**src/rtl/volumen_tx_trama_pkg.sv**
```systemverilog
// Shared constants and state encodings for the volume frame transmitter.
package volumen_tx_trama_pkg;

  localparam logic [7:0] FRAME_HDR     = 8'hA5;
  localparam int         FRAME_BYTES   = 4;
  localparam int         BITS_PER_BYTE = 8;

  // Bit-level states of the byte serialiser.
  typedef enum logic [1:0] {
    ST_IDLE,
    ST_START,
    ST_DATA,
    ST_STOP
  } t_bit_state;

  // Frame-level sequencing states of the top level.
  typedef enum logic [1:0] {
    SEQ_IDLE,
    SEQ_SEND,
    SEQ_DONE
  } t_seq_state;

  // Checksum byte of a frame: XOR of the two volume bytes.
  function automatic logic [7:0] frame_chk(input logic [7:0] hi, input logic [7:0] lo);
    return hi ^ lo;
  endfunction

endpackage

```
**src/rtl/volumen_tx_trama_uart_tx_byte.sv**
```systemverilog
// One 8N1 byte serialiser with its own baud counter. oReady is high while
// idle and in the last cycle of a stop bit, so a byte loaded then starts on
// the very next cycle and consecutive bytes leave with no idle gap.
module uart_tx_byte
  import volumen_tx_trama_pkg::*;
#(
  parameter int DIV = 434
) (
  input  logic       iClk,
  input  logic       iReset_n,
  input  logic       iLoad,
  input  logic [7:0] ivByte,
  output logic       oTx,
  output logic       oReady
);

  localparam int CW = (DIV > 1) ? $clog2(DIV) : 1;
  localparam logic [CW-1:0] BAUD_LAST = CW'(DIV - 1);
  localparam logic [2:0]    BIT_LAST  = 3'(BITS_PER_BYTE - 1);

  t_bit_state    r_state;
  logic [CW-1:0] r_baud_cnt;
  logic [2:0]    r_bit_cnt;
  logic [7:0]    r_shift;
  logic          r_tx;

  logic w_bit_end;

  assign w_bit_end = (r_baud_cnt == BAUD_LAST);
  assign oReady    = (r_state == ST_IDLE) || ((r_state == ST_STOP) && w_bit_end);
  assign oTx       = r_tx;

  // Serialiser: start bit, 8 data bits LSB first, stop bit, each DIV cycles long.
  // NOTE: sequential state uses non-blocking assignments so every register
  // samples the pre-edge values, independent of statement order.
  always_ff @(posedge iClk or negedge iReset_n) begin
    if (!iReset_n) begin
      r_state    <= ST_IDLE;
      r_baud_cnt <= '0;
      r_bit_cnt  <= '0;
      r_shift    <= '0;
      r_tx       <= 1'b1;
    end else if (iLoad && oReady) begin
      r_state    <= ST_START;
      r_shift    <= ivByte;
      r_baud_cnt <= '0;
      r_bit_cnt  <= '0;
      r_tx       <= 1'b0;
    end else begin
      case (r_state)
        ST_IDLE: begin
          r_tx <= 1'b1;
        end
        ST_START: begin
          if (w_bit_end) begin
            r_baud_cnt <= '0;
            r_state    <= ST_DATA;
            r_tx       <= r_shift[0];
          end else begin
            r_baud_cnt <= r_baud_cnt + CW'(1);
          end
        end
        ST_DATA: begin
          if (w_bit_end) begin
            r_baud_cnt <= '0;
            if (r_bit_cnt == BIT_LAST) begin
              r_bit_cnt <= '0;
              r_state   <= ST_STOP;
              r_tx      <= 1'b1;
            end else begin
              r_bit_cnt <= r_bit_cnt + 3'd1;
              r_shift   <= {1'b0, r_shift[7:1]};
              r_tx      <= r_shift[1];
            end
          end else begin
            r_baud_cnt <= r_baud_cnt + CW'(1);
          end
        end
        ST_STOP: begin
          if (w_bit_end) begin
            r_baud_cnt <= '0;
            r_state    <= ST_IDLE;
            r_tx       <= 1'b1;
          end else begin
            r_baud_cnt <= r_baud_cnt + CW'(1);
          end
        end
        default: begin
          r_state <= ST_IDLE;
          r_tx    <= 1'b1;
        end
      endcase
    end
  end

endmodule

```
**src/rtl/volumen_tx_trama.sv**
```systemverilog
// Volume frame transmitter: on iStart snapshots the 14-bit volume and sends
// the 4-byte frame HDR, HI, LO, CHK over a UART line.
module volumen_tx_trama
  import volumen_tx_trama_pkg::*;
#(
  parameter int CLK_FREQ = 50_000_000,
  parameter int BAUD     = 115200
) (
  input  logic        iClk,
  input  logic        iReset_n,
  input  logic        iStart,
  input  logic [13:0] ivVolumen,
  output logic        oTx,
  output logic        oBusy,
  output logic        oDone
);

  localparam int         DIV      = CLK_FREQ / BAUD;
  localparam logic [1:0] IDX_LAST = 2'(FRAME_BYTES - 1);

  t_seq_state r_state;
  logic [1:0] r_idx;
  logic [7:0] r_hi;
  logic [7:0] r_lo;
  logic       r_busy;
  logic       r_done;

  logic [1:0] w_next_idx;
  logic [7:0] w_byte;
  logic       w_load;
  logic       w_ready;

  assign oBusy = r_busy;
  assign oDone = r_done;

  // The header is a constant, so the first byte can be loaded in the same
  // cycle the volume snapshot is taken.
  assign w_next_idx = (r_state == SEQ_IDLE) ? 2'd0 : r_idx + 2'd1;

  assign w_load = ((r_state == SEQ_IDLE) && iStart) ||
                  ((r_state == SEQ_SEND) && w_ready && (r_idx != IDX_LAST));

  // Frame-byte mux selected by the index of the byte about to be loaded.
  // NOTE: every combinational output gets a default first so no latch is inferred.
  always_comb begin
    w_byte = FRAME_HDR;
    case (w_next_idx)
      2'd0:    w_byte = FRAME_HDR;
      2'd1:    w_byte = r_hi;
      2'd2:    w_byte = r_lo;
      default: w_byte = frame_chk(r_hi, r_lo);
    endcase
  end

  // Frame sequencer: snapshot, byte stepping, and the one-cycle done pulse.
  always_ff @(posedge iClk or negedge iReset_n) begin
    if (!iReset_n) begin
      r_state <= SEQ_IDLE;
      r_idx   <= '0;
      r_hi    <= '0;
      r_lo    <= '0;
      r_busy  <= 1'b0;
      r_done  <= 1'b0;
    end else begin
      case (r_state)
        SEQ_IDLE: begin
          r_done <= 1'b0;
          if (iStart) begin
            r_hi    <= {2'b00, ivVolumen[13:8]};
            r_lo    <= ivVolumen[7:0];
            r_idx   <= '0;
            r_busy  <= 1'b1;
            r_state <= SEQ_SEND;
          end
        end
        SEQ_SEND: begin
          if (w_ready) begin
            if (r_idx == IDX_LAST) begin
              r_busy  <= 1'b0;
              r_done  <= 1'b1;
              r_state <= SEQ_DONE;
            end else begin
              r_idx <= r_idx + 2'd1;
            end
          end
        end
        SEQ_DONE: begin
          r_done  <= 1'b0;
          r_state <= SEQ_IDLE;
        end
        default: begin
          r_busy  <= 1'b0;
          r_done  <= 1'b0;
          r_state <= SEQ_IDLE;
        end
      endcase
    end
  end

  uart_tx_byte #(
    .DIV (DIV)
  ) u_uart_tx_byte (
    .iClk     (iClk),
    .iReset_n (iReset_n),
    .iLoad    (w_load),
    .ivByte   (w_byte),
    .oTx      (oTx),
    .oReady   (w_ready)
  );

endmodule

```
**config.mk**
```make
export PLATFORM = sky130hd
export DESIGN_NAME = volumen_tx_trama
export DESIGN_NICKNAME = d
export VERILOG_FILES = /design/src/rtl/volumen_tx_trama_pkg.sv /design/src/rtl/volumen_tx_trama_uart_tx_byte.sv /design/src/rtl/volumen_tx_trama.sv
export SDC_FILE = /design/constraint.sdc
export NUM_CORES = 1
export LEC_CHECK = 0
export CORE_ASPECT_RATIO = 0.75
export CORE_MARGIN = 2
export CORE_UTILIZATION = 28
export DETAILED_ROUTE_END_ITERATION = 16
export PLACE_DENSITY_LB_ADDON = 0.25
export SLEW_MARGIN = 20
export SYNTH_ARGS = -nofsm -noshare
export SYNTH_HDL_FRONTEND = slang
export SYNTH_SLANG_ARGS = --single-unit
```
**constraint.sdc**
```tcl
create_clock -name iClk -period 5.2 [get_ports iClk]
set_clock_uncertainty 0.05 [all_clocks]
set_input_delay 0.78 -clock iClk [delete_from_list [all_inputs] [get_ports iClk]]
set_output_delay 0.78 -clock iClk [all_outputs]
set_load 0.005 [all_outputs]
```
==> Word level (Yosys, flattened, before mapping) <==
Index checks and enable logic that the tools add are counted.
{ "classes": {"n_reduce_logical": 25, "order_cmp": 0, "multipliers": 0, "mux": 40, "n_shift": 0, "bitwise": 2, "n_div": 0, "eq_ne": 20, "n_addsub": 3} }
{ "op_table": {"columns": ["operator", "count"], "rows": [
  ["8-bit two-way mux", 4],
  ["9-bit two-way mux", 3],
  ["2-bit two-way mux", 12],
  ["8-bit case mux with 3 select lines", 1],
  ["3-bit two-way mux", 4],
  ["1-bit two-way mux", 11],
  ["2-bit equality test (second input constant)", 5],
  ["9-bit by 1-bit adder with 9-bit output (second input constant)", 1],
  ["9-bit equality test (second input constant)", 1],
  ["3-bit by 1-bit != test with 1-bit output (second input constant)", 3],
  ["3-bit AND reduction", 3],
  ["2-bit case mux with 2 select lines", 2],
  ["4-bit AND reduction", 2],
  ["2-bit nonzero test", 4],
  ["6-bit by 8-bit XOR with 8-bit output", 1],
  ["2-bit by 1-bit equality test with 1-bit output (second input constant)", 3],
  ["2-bit zero test", 3],
  ["2-bit by 1-bit != test with 1-bit output (second input constant)", 3],
  ["2-bit != test (second input constant)", 3],
  ["2-bit case mux with 3 select lines", 1],
  ["2-bit AND reduction", 3],
  ["1-bit logical AND", 5],
  ["5-bit AND reduction", 1],
  ["1-bit case mux with 4 select lines", 1],
  ["9 further kinds", 10]
]} }
{ "totals": {"romBits": 0, "inputBits": 17, "output_inout_bits": 3, "latch_bits": 0, "mem_bits_rw": 0, "mem_count": 0, "wordCells": 101, "regBits": 43} }

==> Longest topological paths before layout <==
Gate-level depths: netlist of the first run.
{ "logic_depth": {"ltp_word": 9, "ltp_mapped": 9, "mapped_depth_nobuf": 7} }

==> By module <==
Synthesis of the first run repeated with hierarchy kept, for this count alone.
{ "hier_totals": {"cells_unflattened": 221, "area_unflattened_um2": 2392.3} }
{ "modules_own_cells": {"columns": ["mod", "cells_per_inst", "n_inst", "area_per_inst_um2", "seq_area_each_um2"], "rows": [
  ["uart_tx_byte", 134, 1, 1337.5, 576.8],
  ["volumen_tx_trama", 87, 1, 1054.8, 500.5]
]} }

==> Least setup slack after synthesis of the first run <==
Ideal clock, no wire load.
{ "synth_timing": {"kind": "input-to-reg", "start": "in iStart", "end": "reg u_uart_tx_byte.r_state[0]", "n_path_buf": 0, "setup_time_ps": 121, "arrival_time_ps": 1721, "path_slack_ps": 3308, "required_time_ps": 5029, "stages": 5, "path_cell_list": "or2_2 nand2_1 nor3_1 or3_1 o22a_1"} }
{ "synth_between": {"elab_chain_cells": 5, "word_cells_on_any_way": 10, "classes_between": "eq/ne (4); mux (1); reduce/logical (5)"} }
{ "synth_lines": {"columns": ["item", "line_no", "source"], "rows": [
  ["start: declaration", "volumen_tx_trama.sv:11", "input logic iStart,"],
  ["1-bit logical AND *", "volumen_tx_trama.sv:40", "assign w_load = ((r_state == SEQ_IDLE) && iStart) ||"],
  ["1-bit logical OR *", "volumen_tx_trama.sv:40", null],
  ["1-bit logical AND *", "volumen_tx_trama_uart_tx_byte.sv:43", "end else if (iLoad && oReady) begin"],
  ["3-bit by 2-bit != test with 1-bit output (no line) (tied with other cells)", null, null],
  ["5-bit AND reduction (no line)", null, null],
  ["end signal: assignment", "volumen_tx_trama_uart_tx_byte.sv:38", "r_state <= ST_IDLE;"],
  ["end signal: assignment", "volumen_tx_trama_uart_tx_byte.sv:44", "r_state <= ST_START;"],
  ["end signal: assignment", "volumen_tx_trama_uart_tx_byte.sv:57", "r_state <= ST_DATA;"],
  ["end: declaration", "volumen_tx_trama_uart_tx_byte.sv:21", "t_bit_state r_state;"]
]} }
Every way passes the cells marked *; elsewhere a longest branch is shown, timed or not.
A chain may end at the register's enable or synchronous reset.

==> Final worst setup path of the first run <==
{ "layout_timing": {"start": "reg u_uart_tx_byte.r_tx (netlist: u_uart_tx_byte.oTx)", "end": "out oTx"} }
{ "layout_rtl": {"columns": ["item", "line_no", "source"], "rows": [
  ["start: declaration", "volumen_tx_trama_uart_tx_byte.sv:25", "logic r_tx;"],
  ["start signal: assignment", "volumen_tx_trama_uart_tx_byte.sv:58", "r_tx <= r_shift[0];"],
  ["start signal: assignment", "volumen_tx_trama_uart_tx_byte.sv:73", "r_tx <= r_shift[1];"],
  ["end: declaration", "volumen_tx_trama.sv:13", "output logic oTx,"]
]} }
No word-level cell between the ends.

==> impl_metrics.csv, run 1 <==
group,metric,value,unit
synthesis,yosysSeqAreaShare,46.7,%
floorplanning,core_area,7950,um2
setup_path,cp-start-kind,"flop",
setup_path,path_buf_inv,1,
final_layout,mostFrequentLayoutCells,"42 x dfrtp_1, 22 x nand2_1, 20 x o21ai_0, 20 x nor2_1, 18 x clkdlybuf4s50_1",
power_and_ir_drop,p_per_area,209,nW/um2
routing,routedWlPerCell,13.7,um
setup_path,path_class,"reg -> out",
synthesis,netlist_instances,228,
floorplanning,pin_count,20,
final_layout,multi_input_area,1170,um2
sta,rsz0062_at_grt,"false",
synthesis,syn_area,2310,um2
final_layout,finish.utilization,33.6,%
place,portBuffers,19,
synthesis,ys_warn_count,0,
sta,fin_crit,2190,ps
sta,clock.fmax,0.457,GHz
clock_tree,clkSinkCount,43,
setup_path,worstSetupStartpoint,"u_uart_tx_byte.oTx",
setup_path,crit_chain,"clkdlybuf4s50_1",
grt,antenna_found_initial,0,
floorplanning,die_area,8990,um2
floorplanning,die_y,82.6,um
floorplanning,start_util,29.0,%
sta,finalHoldViolCount,0,
place,pre_cts_slack,2750,ps
setup_path,arrival,1360,ps
routing,dr.pass1.iters,5,
final_layout,nets,276,
floorplanning,die_w,109,um
synthesis,synth_fp_nets,258,
sta,tightest_slew,767,ps
final_layout,diodes,0,
setup_path,cp-end-kind,"output pin",
synthesis,synth_area_leaders,"dfrtp_1 46%, ha_1 7.0%, mux2_2 6.8%",
routing,drt_wl_total,4.81,mm
clock_tree,cts_tree,"built",
worst_hold_path,hp-class,"in -> async",
sta,drv_slew,0,
sta,setup_violations,0,
final_layout,drive_gt1_share,11.8,%
synthesis,synth_area_leader_cell,"dfrtp_1",
power_and_ir_drop,peakVddDrop,0.0000990,V
synthesis,synth-seq-cells,43,
final_layout,ff_latch_area,1080,um2
routing,drc_errors,0,
run_status,outcome,"finished, final reports clean",
synthesis,yosys.area.top_type_share,45.6,%
power_and_ir_drop,p_leak,1.09,nW
final_layout,layout_commonest_cell,"dfrtp_1",
place,dp_hpwl,3.24,mm
routing,antenna_left,0,
clock_tree,clk_latency,290,ps
setup_path,ff2ff_setup_slack,3040,ps
sta,fin_tns_setup,0,ps
floorplanning,rows,28,
clock_tree,htreeDepth,2,
setup_path,r2r_start,"u_uart_tx_byte.r_baud_cnt[1]",
routing,dr_total_vias,1665,
setup_path,crit_slowest_cell,"dfstp_2",
sta,fin_ws,3010,ps
grt,grt_pass1_wl,8.14,mm
clock_tree,root_buffer,"clkbuf_8",
setup_path,rr_endpoint,"u_uart_tx_byte.r_shift[7]",
grt,gr-total-overflow,0,
synthesis,synthArstFlopShare,100,%
setup_path,reg2regPathDepth,7,
clock_tree,cts_setup_buffers,0,
setup_path,cpPeakStageDelay,570,ps
sta,post-route-period-util,42.1,%
final_layout,syn2layout_area_growth,15.7,%
clock_tree,cts_inserted_buffers,5,
final_layout,n_fill_cell,817,
place,gp_congestion,0.740,
synthesis,synthFlopType,"dfrtp_1",
clock_tree,cts_buffer_depth,2,
clock_tree,cts_resized,0,
setup_path,worstPathMaxFanout,2,
routing,drt-initial-drc-count,68,
synthesis,synth_edf_count,0,
routing,via_per_inst,4.76,
setup_path,required,4370,ps
synthesis,synth.distinct_cells,40,
sta,max_slew_margin,48.5,%
grt,track_usage,11.6,%
synthesis,avgSynthCellArea,10.1,um2
setup_path,cp_top_family,"flip-flops",
flow_run,max_cap_violations,0,
clock_tree,ctsHoldBuffers,0,
grt,grt_pass1_vias,1572,
grt,grt_max_degree,44,
clock_tree,clkSlewWorstSetupHoldPaths,90,ps
==> kinds of logic (layout without fill, tap and decap cells) <==
group | after synthesis | in the layout | share of synthesized area (%)
xor+xnor | 6 | 6 | 2.28
mux | 22 | 22 | 10.3
buf+inv | 14 | 31 | 2.66
flops | 43 | 43 | 46.7
compound gates | 46 | 46 | 11.8
simple gates | 84 | 84 | 19.2
fa+ha+maj | 13 | 13 | 7.05
==> state kept, by name, indices dropped and copies added (netlist names) <==
| signal | cells |
|---|---|
| u_uart_tx_byte.r_baud_cnt | 9 |
| r_lo | 8 |
| u_uart_tx_byte.r_shift | 8 |
| r_hi | 6 |
| u_uart_tx_byte.r_bit_cnt | 3 |
| r_idx | 2 |
| r_state | 2 |
| u_uart_tx_byte.r_state | 2 |
| oBusy | 1 |
| oDone | 1 |
| u_uart_tx_byte.oTx | 1 |
==> cell type report <==
cell class | instances | area share, %
timing repair buffer | 20 | 7.31
clock buffer | 6 | 2.72
sequential | 43 | 40.4
multi-input combinational | 171 | 44.0
inverter | 5 | 0.703
tap | 105 | 4.92
==> report_power, final <==
part / leakage [nW] / internal [mW] / switching, mW
registers: 0.509 / 0.334 / 0
clock network: 0.0371 / 0.0900 / 0.114
logic: 0.546 / 0.0103 / 0.00817
total: 1.09 / 0.434 / 0.122
==> worst max path at each step <==
stage | endpoint | slack (ps) | cells after the start
6_report | oTx | 3010 | 1
3_3_place_gp | u_uart_tx_byte.r_state[0] | 2790 | 6
2_1_floorplan | u_uart_tx_byte.r_state[0] | 3310 | 5
4_1_cts | u_uart_tx_byte.r_shift[7] | 2990 | 7
5_1_grt | u_uart_tx_byte.r_shift[7] | 2760 | 7
3_5_place_dp | u_uart_tx_byte.r_shift[7] | 2750 | 6
==> per-stage QoR <==
step / total power, mW / instances / area, um2 / hold slack, ps
6_report: 0.557 / 350 / 2670 / 431
5_1_grt: 0.576 / 350 / 2670 / 480
4_1_cts: 0.564 / 350 / 2670 / 456
3_5_place_dp: 0.360 / 344 / 2590 / 437
3_3_place_gp: 0.360 / 344 / 2590 / 435
2_1_floorplan: 0.341 / 228 / 2310 / 413
==> routing by layer <==
layer | global-route usage, % | up-vias | routed length (um)
li1 | - | 833 | -
met1 | 18.5 | 816 | 2810
met2 | 16.0 | 14 | 1840
met3 | 2.35 | 2 | 129
met4 | 1.92 | 0 | 29
met5 | 0 | - | 0
==> synthesized netlist by cell type (2+ instances only) <==
| cell type | number |
|---|---|
| dfrtp_1 | 42 |
| o21ai_0 | 20 |
| nand4_1 | 2 |
| o21a_1 | 3 |
| nor2b_1 | 2 |
| or4_1 | 3 |
| buf_2 | 4 |
| a21oi_1 | 13 |
| nor3_1 | 5 |
| ha_1 | 13 |
| xnor2_1 | 5 |
| clkbuf_1 | 4 |
| nand2b_1 | 7 |
| nand2_1 | 22 |
| mux2i_1 | 8 |
| o22a_1 | 3 |
| inv_1 | 5 |
| mux2_2 | 14 |
| nor2_1 | 20 |
| nand3_1 | 8 |
| nand3b_1 | 2 |
| or3_1 | 4 |
| o311ai_0 | 2 |
No activity file was read; power rests on OpenSTA's default activity.
==> run 2: changes to the inputs <==
==> constraint.sdc (replaced) <==
create_clock -name iClk -period 1.77 [get_ports iClk]
set_clock_uncertainty 0.05 [all_clocks]
set_input_delay 0.2655 -clock iClk [delete_from_list [all_inputs] [get_ports iClk]]
set_output_delay 0.2655 -clock iClk [all_outputs]
set_load 0.005 [all_outputs]
==> impl_metrics.csv, run 2 (synthesis gave the netlist of run 1 again) <==
group,metric,value,unit
run_status,outcome,"finished, violations left",
run_status,violations,"hold timing, setup timing",
place,pre_cts_slack,-133,ps
sta,finalHoldViolCount,1,
setup_path,worstPathMaxFanout,3,
setup_path,cpPeakStageDelay,390,ps
setup_path,rr_endpoint,"u_uart_tx_byte.r_state[0]",
routing,drt_wl_total,5.19,mm
clock_tree,root_buffer,"clkbuf_8",
grt,grt_max_degree,44,
setup_path,cp_top_family,"simple AND/OR/NAND/NOR gates",
floorplanning,rows,28,
grt,grt_pass1_wl,8.58,mm
place,dp_hpwl,3.64,mm
final_layout,reg_top3,"u_uart_tx_byte.r_baud_cnt: 9 flops, r_lo: 8 flops, u_uart_tx_byte.r_shift: 8 flops",
clock_tree,clk_latency,290,ps
floorplanning,die_area,8990,um2
setup_path,crit_slowest_cell,"dfrtp_1",
clock_tree,cts_buffer_depth,2,
setup_path,path_class,"reg -> reg",
clock_tree,clkSlewWorstSetupHoldPaths,80,ps
grt,track_usage,12.4,%
setup_path,required,1900,ps
sta,clock.fmax,0.523,GHz
clock_tree,ctsHoldBuffers,0,
grt,grt_pass1_vias,1764,
setup_path,r2r_start,"u_uart_tx_byte.r_baud_cnt[1]",
final_layout,nets,322,
floorplanning,start_util,29.0,%
grt,gr-total-overflow,0,
clock_tree,clkSinkCount,43,
setup_path,ff2ff_setup_slack,-140,ps
worst_hold_path,hp-class,"in -> async",
clock_tree,htreeDepth,2,
final_layout,drive_gt1_share,36.3,%
final_layout,syn2layout_area_growth,40.0,%
routing,dr.pass1.iters,4,
clock_tree,cts_tree,"built",
sta,fin_crit,1910,ps
place,gp_congestion,0.730,
floorplanning,die_y,82.6,um
sta,fin_ws,-143,ps
place,portBuffers,19,
place,placed_cell_area,2890,um2
clock_tree,cts_inserted_buffers,5,
flow_run,max_cap_violations,0,
routing,antenna_left,0,
power_and_ir_drop,finalPower,1.78,mW
sta,tightest_slew,561,ps
setup_path,arrival,2050,ps
sta,drv_slew,0,
final_layout,finish.utilization,40.6,%
routing,routedWlPerCell,13.1,um
setup_path,path_buf_inv,1,
floorplanning,die_w,109,um
final_layout,regMostFlops,"u_uart_tx_byte.r_baud_cnt",
routing,dr_total_vias,1839,
setup_path,cp-end-kind,"flop",
setup_path,cp-start-kind,"flop",
final_layout,fin_area,3230,um2
routing,drc_errors,0,
grt,antenna_found_initial,0,
sta,rsz0062_at_grt,"true",
final_layout,fin_cells,397,
routing,drt-initial-drc-count,97,
sta,post-route-period-util,108,%
setup_path,reg2regPathDepth,7,
final_layout,layout_commonest_cell,"dfrtp_1",
final_layout,mostFrequentLayoutCells,"42 x dfrtp_1, 38 x buf_4, 19 x nor2_1, 18 x clkdlybuf4s50_1, 17 x nand2_1",
floorplanning,pin_count,20,
final_layout,largest_register_ffs,9,
floorplanning,core_area,7950,um2
final_layout,diodes,0,
power_and_ir_drop,p_leak,1.35,nW
sta,setup_violations,24,
place,place_inst,380,
setup_path,crit_chain,"inv_1, ha_2, nor4b_4, and2_4, a311oi_2, or3_1, o22a_1",
power_and_ir_drop,peakVddDrop,0.000290,V
power_and_ir_drop,p_per_area,551,nW/um2
sta,max_slew_margin,62.6,%
sta,holdWs,-0.578,ps
routing,via_per_inst,4.63,
==> run 2: through the flow <==
stage	hold WS, ps	setup TNS (ps)
global route	48.7	-4640
detailed placement	337	-706
finish	-0.578	-1540
floorplan	-80.1	0
global placement	330	-241
CTS	16.9	-534
==> run 2: final cells by class <==
class	instances	area, um2
Clock buffer	6	72.6
Clock inverter	1	30.0
Fill cell	781	4720
Inverter	5	18.8
Multi-Input combinational cell	171	1310
Sequential cell	43	1080
Tap cell	105	131
Timing Repair Buffer	66	593
==> run 2: worst max-delay path by stage <==
stage	start	endpoint	cells after the start
floorplan	u_uart_tx_byte.r_state[0]	u_uart_tx_byte.r_state[0]	6
global placement	iStart	u_uart_tx_byte.r_state[0]	6
detailed placement	iStart	u_uart_tx_byte.r_state[0]	5
CTS	u_uart_tx_byte.r_baud_cnt[1]	u_uart_tx_byte.r_shift[2]	9
global route	u_uart_tx_byte.r_baud_cnt[1]	u_uart_tx_byte.r_shift[0]	8
finish	u_uart_tx_byte.r_baud_cnt[1]	u_uart_tx_byte.r_state[0]	7
==> run 2: per-layer routing <==
| layer | wire, um | part of all wire [%] | vias to the layer above | track usage (%) |
|---|---|---|---|---|
| met4 | 50 | 0.96 | 0 | 3.08 |
| met5 | 0 | 0 | - | 0 |
| li1 | - | - | 928 | - |
| met3 | 117 | 2.3 | 5 | 2.83 |
| met1 | 2770 | 53 | 890 | 18.0 |
| met2 | 2250 | 43 | 16 | 18.4 |
==> run 2: where the power goes <==
group	switching (mW)	internal [mW]
combinational	0.0245	0.0325
sequential	0	0.981
clock	0.328	0.414
==> run 2: repair_timing <==
action | 4_1_cts | 5_1_grt
setup endpoints to repair | 20 | 28
setup buffers | 7 | 3
pin swaps | 1 | 10
gates resized for setup | 11 | 41
==> run 3: changes to the inputs <==
--- a/config.mk
+++ b/config.mk
@@ -5,6 +5,7 @@
 export SDC_FILE = /design/constraint.sdc
 export NUM_CORES = 1
 export LEC_CHECK = 0
+export ABC_AREA = 1
 export CORE_ASPECT_RATIO = 0.75
 export CORE_MARGIN = 2
 export CORE_UTILIZATION = 28
==> impl_metrics.csv, run 3 <==
group,metric,value,unit
power_and_ir_drop,p_sw_share,19.0,%
grt,grt_pass1_vias,1736,
synthesis,netlist_instances,275,
clock_tree,clk_latency,290,ps
setup_path,crit_chain,"inv_2, ha_2, nand2_2, nor2_4, nand3_2, nand2_2, nand2_4, buf_8, nand2_4, nand4_2, nand2_1, nand2_1",
grt,gr-total-overflow,0,
floorplanning,pin_count,20,
run_status,outcome,"finished, final reports clean",
synthesis,yosysSeqAreaShare,45.0,%
routing,via_per_inst,4.33,
synthesis,synth-seq-cells,43,
setup_path,path_class,"reg -> reg",
power_and_ir_drop,power_frac_comb,2.5,%
place,gp_congestion,0.832,
final_layout,syn2layout_area_growth,29.1,%
grt,grt_max_degree,20,
power_and_ir_drop,p_per_area,733,nW/um2
clock_tree,root_buffer,"clkbuf_16",
sta,post-route-period-util,94.0,%
final_layout,largest_register_ffs,9,
sta,holdWs,398,ps
floorplanning,die_area,9320,um2
final_layout,fin_cells,426,
synthesis,synth_fp_nets,305,
synthesis,synth_area_leaders,"dfrtp_1 44%, nand2_1 9.7%, ha_1 6.8%",
setup_path,required,1900,ps
power_and_ir_drop,p_leak,1.57,nW
synthesis,synthFlopType,"dfrtp_1",
final_layout,diodes,0,
floorplanning,core_area,8380,um2
power_and_ir_drop,peakVddDrop,0.000483,V
final_layout,reg_top3,"u_uart_tx_byte.r_baud_cnt: 9 flops, r_lo: 8 flops, u_uart_tx_byte.r_shift: 8 flops",
synthesis,synth_area_leader_cell,"dfrtp_1",
synthesis,yosys.area.top_type_share,43.9,%
floorplanning,start_util,28.6,%
power_and_ir_drop,p_clk_share,54.1,%
place,dp_hpwl,3.55,mm
final_layout,n_fill_cell,848,
setup_path,arrival,1790,ps
routing,antenna_left,0,
final_layout,drive_gt1_share,23.6,%
floorplanning,die_w,111,um
sta,tightest_slew,423,ps
setup_path,crit_slowest_cell,"dfrtp_1",
setup_path,ff2ff_setup_slack,110,ps
floorplanning,rows,29,
synthesis,yosysMostFrequentCell,"nand2_1",
sta,rsz0062_at_grt,"true",
place,portBuffers,19,
setup_path,rr_endpoint,"u_uart_tx_byte.r_state[1]",
routing,drc_errors,0,
setup_path,cp-start-kind,"flop",
routing,dr_total_vias,1844,
synthesis,ys_warn_count,0,
setup_path,cpPeakStageDelay,390,ps
clock_tree,cts_inserted_buffers,5,
grt,antenna_found_initial,0,
setup_path,cp-end-kind,"flop",
clock_tree,clkSlewWorstSetupHoldPaths,60,ps
final_layout,nets,347,
final_layout,regMostFlops,"u_uart_tx_byte.r_baud_cnt",
setup_path,worstPathMaxFanout,6,
worst_hold_path,hp-class,"in -> async",
synthesis,syn_area,2400,um2
setup_path,reg2regPathDepth,12,
flow_run,max_cap_violations,0,
final_layout,fin_area,3090,um2
routing,dr.pass1.iters,4,
routing,routedWlPerCell,11.1,um
sta,fin_ws,107,ps
synthesis,synth_edf_count,0,
final_layout,layout_commonest_cell,"nand2_1",
clock_tree,clkSinkCount,43,
grt,grt_pass1_wl,8.33,mm
clock_tree,cts_buffer_depth,2,
power_and_ir_drop,seqPwrFrac,43.3,%
sta,finalHoldViolCount,0,
power_and_ir_drop,p_int,1.83,mW
setup_path,r2r_start,"u_uart_tx_byte.r_baud_cnt[1]",
clock_tree,htreeDepth,2,
synthesis,synthArstFlopShare,100,%
synthesis,synth.distinct_cells,31,
sta,clock.fmax,0.601,GHz
place,place_inst,415,
synthesis,yosys-top-cells-count,"62 x nand2_1, 42 x dfrtp_1, 30 x inv_1, 25 x nand3_1, 20 x nor2_1",
sta,max_slew_margin,71.8,%
sta,setup_violations,0,
routing,drt_wl_total,4.71,mm
power_and_ir_drop,p_sw,0.432,mW
place,placed_cell_area,2820,um2
routing,drt-initial-drc-count,56,
floorplanning,die_y,84.1,um
sta,fin_crit,1660,ps
synthesis,avgSynthCellArea,8.71,um2
sta,drv_slew,0,
clock_tree,cts_tree,"built",
final_layout,mostFrequentLayoutCells,"57 x nand2_1, 41 x dfrtp_1, 27 x inv_1, 25 x nand3_1, 20 x nor2_1",
grt,track_usage,10.9,%
place,pre_cts_slack,27.8,ps
-- run 3: changes by cell type after synthesis, moves of 7 or more --
cell      before  now
inv_1          5   30
nand2b_1       7    0
mux2i_1        8    0
nand3_1        8   25
o21ai_0       20    7
nand2_1       22   62
-- run 3: stage by stage --
step	util (%)	setup TNS, ps	total power, mW
final	36.9	0	2.27
after global routing	36.9	-19.1	2.35
after CTS	36.1	0	2.30
after detailed placement	33.6	0	1.06
after global placement	33.6	0	1.06
after floorplan	-	0	1.00
-- run 3: final cells by class --
class,count,area [um2],area share (%)
clock buffer,5,125,4.05
inverter,35,140,4.53
multi-input combinational,191,1170,37.7
tap,108,135,4.37
timing repair buffer,41,377,12.2
sequential,43,1080,34.9
clock inverter,3,71.3,2.31
-- run 3: per-layer routing --
metal / track usage (%) / vias up / wire (um)
li1: - / 975 / -
met2: 15.6 / 29 / 1960
met3: 2.61 / 8 / 177
met4: 3.75 / 0 / 62
met1: 16.1 / 832 / 2510
met5: 0 / - / 0
-- run 3: cells by family after synthesis --
family                     Yosys count  share of synthesized area (%)
DFF                                 43                           45.0
and+or+nand+nor                    126                           24.7
muxes                               11                           5.17
xor gates and xnor gates             6                           2.19
buffers and inverters               41                           7.83
AOI/OAI and AO/OA                   35                           8.36
adders and majority gates           13                           6.79
-- run 3: power groups by stage --
stage / clock [mW] / combinational (mW) / sequential, mW
floorplan: 0 / 0.000310 / 1.00
global placement: 0 / 0.0583 / 1.00
detailed placement: 0 / 0.0580 / 1.00
CTS: 1.26 / 0.0600 / 0.982
global route: 1.30 / 0.0647 / 0.982
finish: 1.23 / 0.0574 / 0.982
-- run 3: worst max path at each step --
stage,endpoint,slack [ps],start,cells past startpoint
2_1_floorplan,u_uart_tx_byte.r_state[0],230,u_uart_tx_byte.r_baud_cnt[1],12
3_3_place_gp,u_uart_tx_byte.r_baud_cnt[3],60,u_uart_tx_byte.r_baud_cnt[1],12
3_5_place_dp,u_uart_tx_byte.r_baud_cnt[2],30,iStart,9
4_1_cts,u_uart_tx_byte.r_baud_cnt[2],40,u_uart_tx_byte.r_baud_cnt[1],12
5_1_grt,u_uart_tx_byte.r_shift[3],-20,u_uart_tx_byte.r_baud_cnt[1],11
6_report,u_uart_tx_byte.r_state[1],110,u_uart_tx_byte.r_baud_cnt[1],12
-- run 3: worst max-delay path, delay by kind of cell, from the launching register on --
family                     cells  cell delay (ps)
and+or+nand+nor                9              740
DFF                            1              390
buffers and inverters          2              210
adders and majority gates      1              160
-- run 3: what timing repair did --
action / 4_1_cts / 5_1_grt
hold buffers: 1 / 0
endpoints found under the setup margin: 0 / 12
resized for setup: 0 / 18
buffers inserted: 0 / 2
endpoints found under the hold margin: 15 / 0
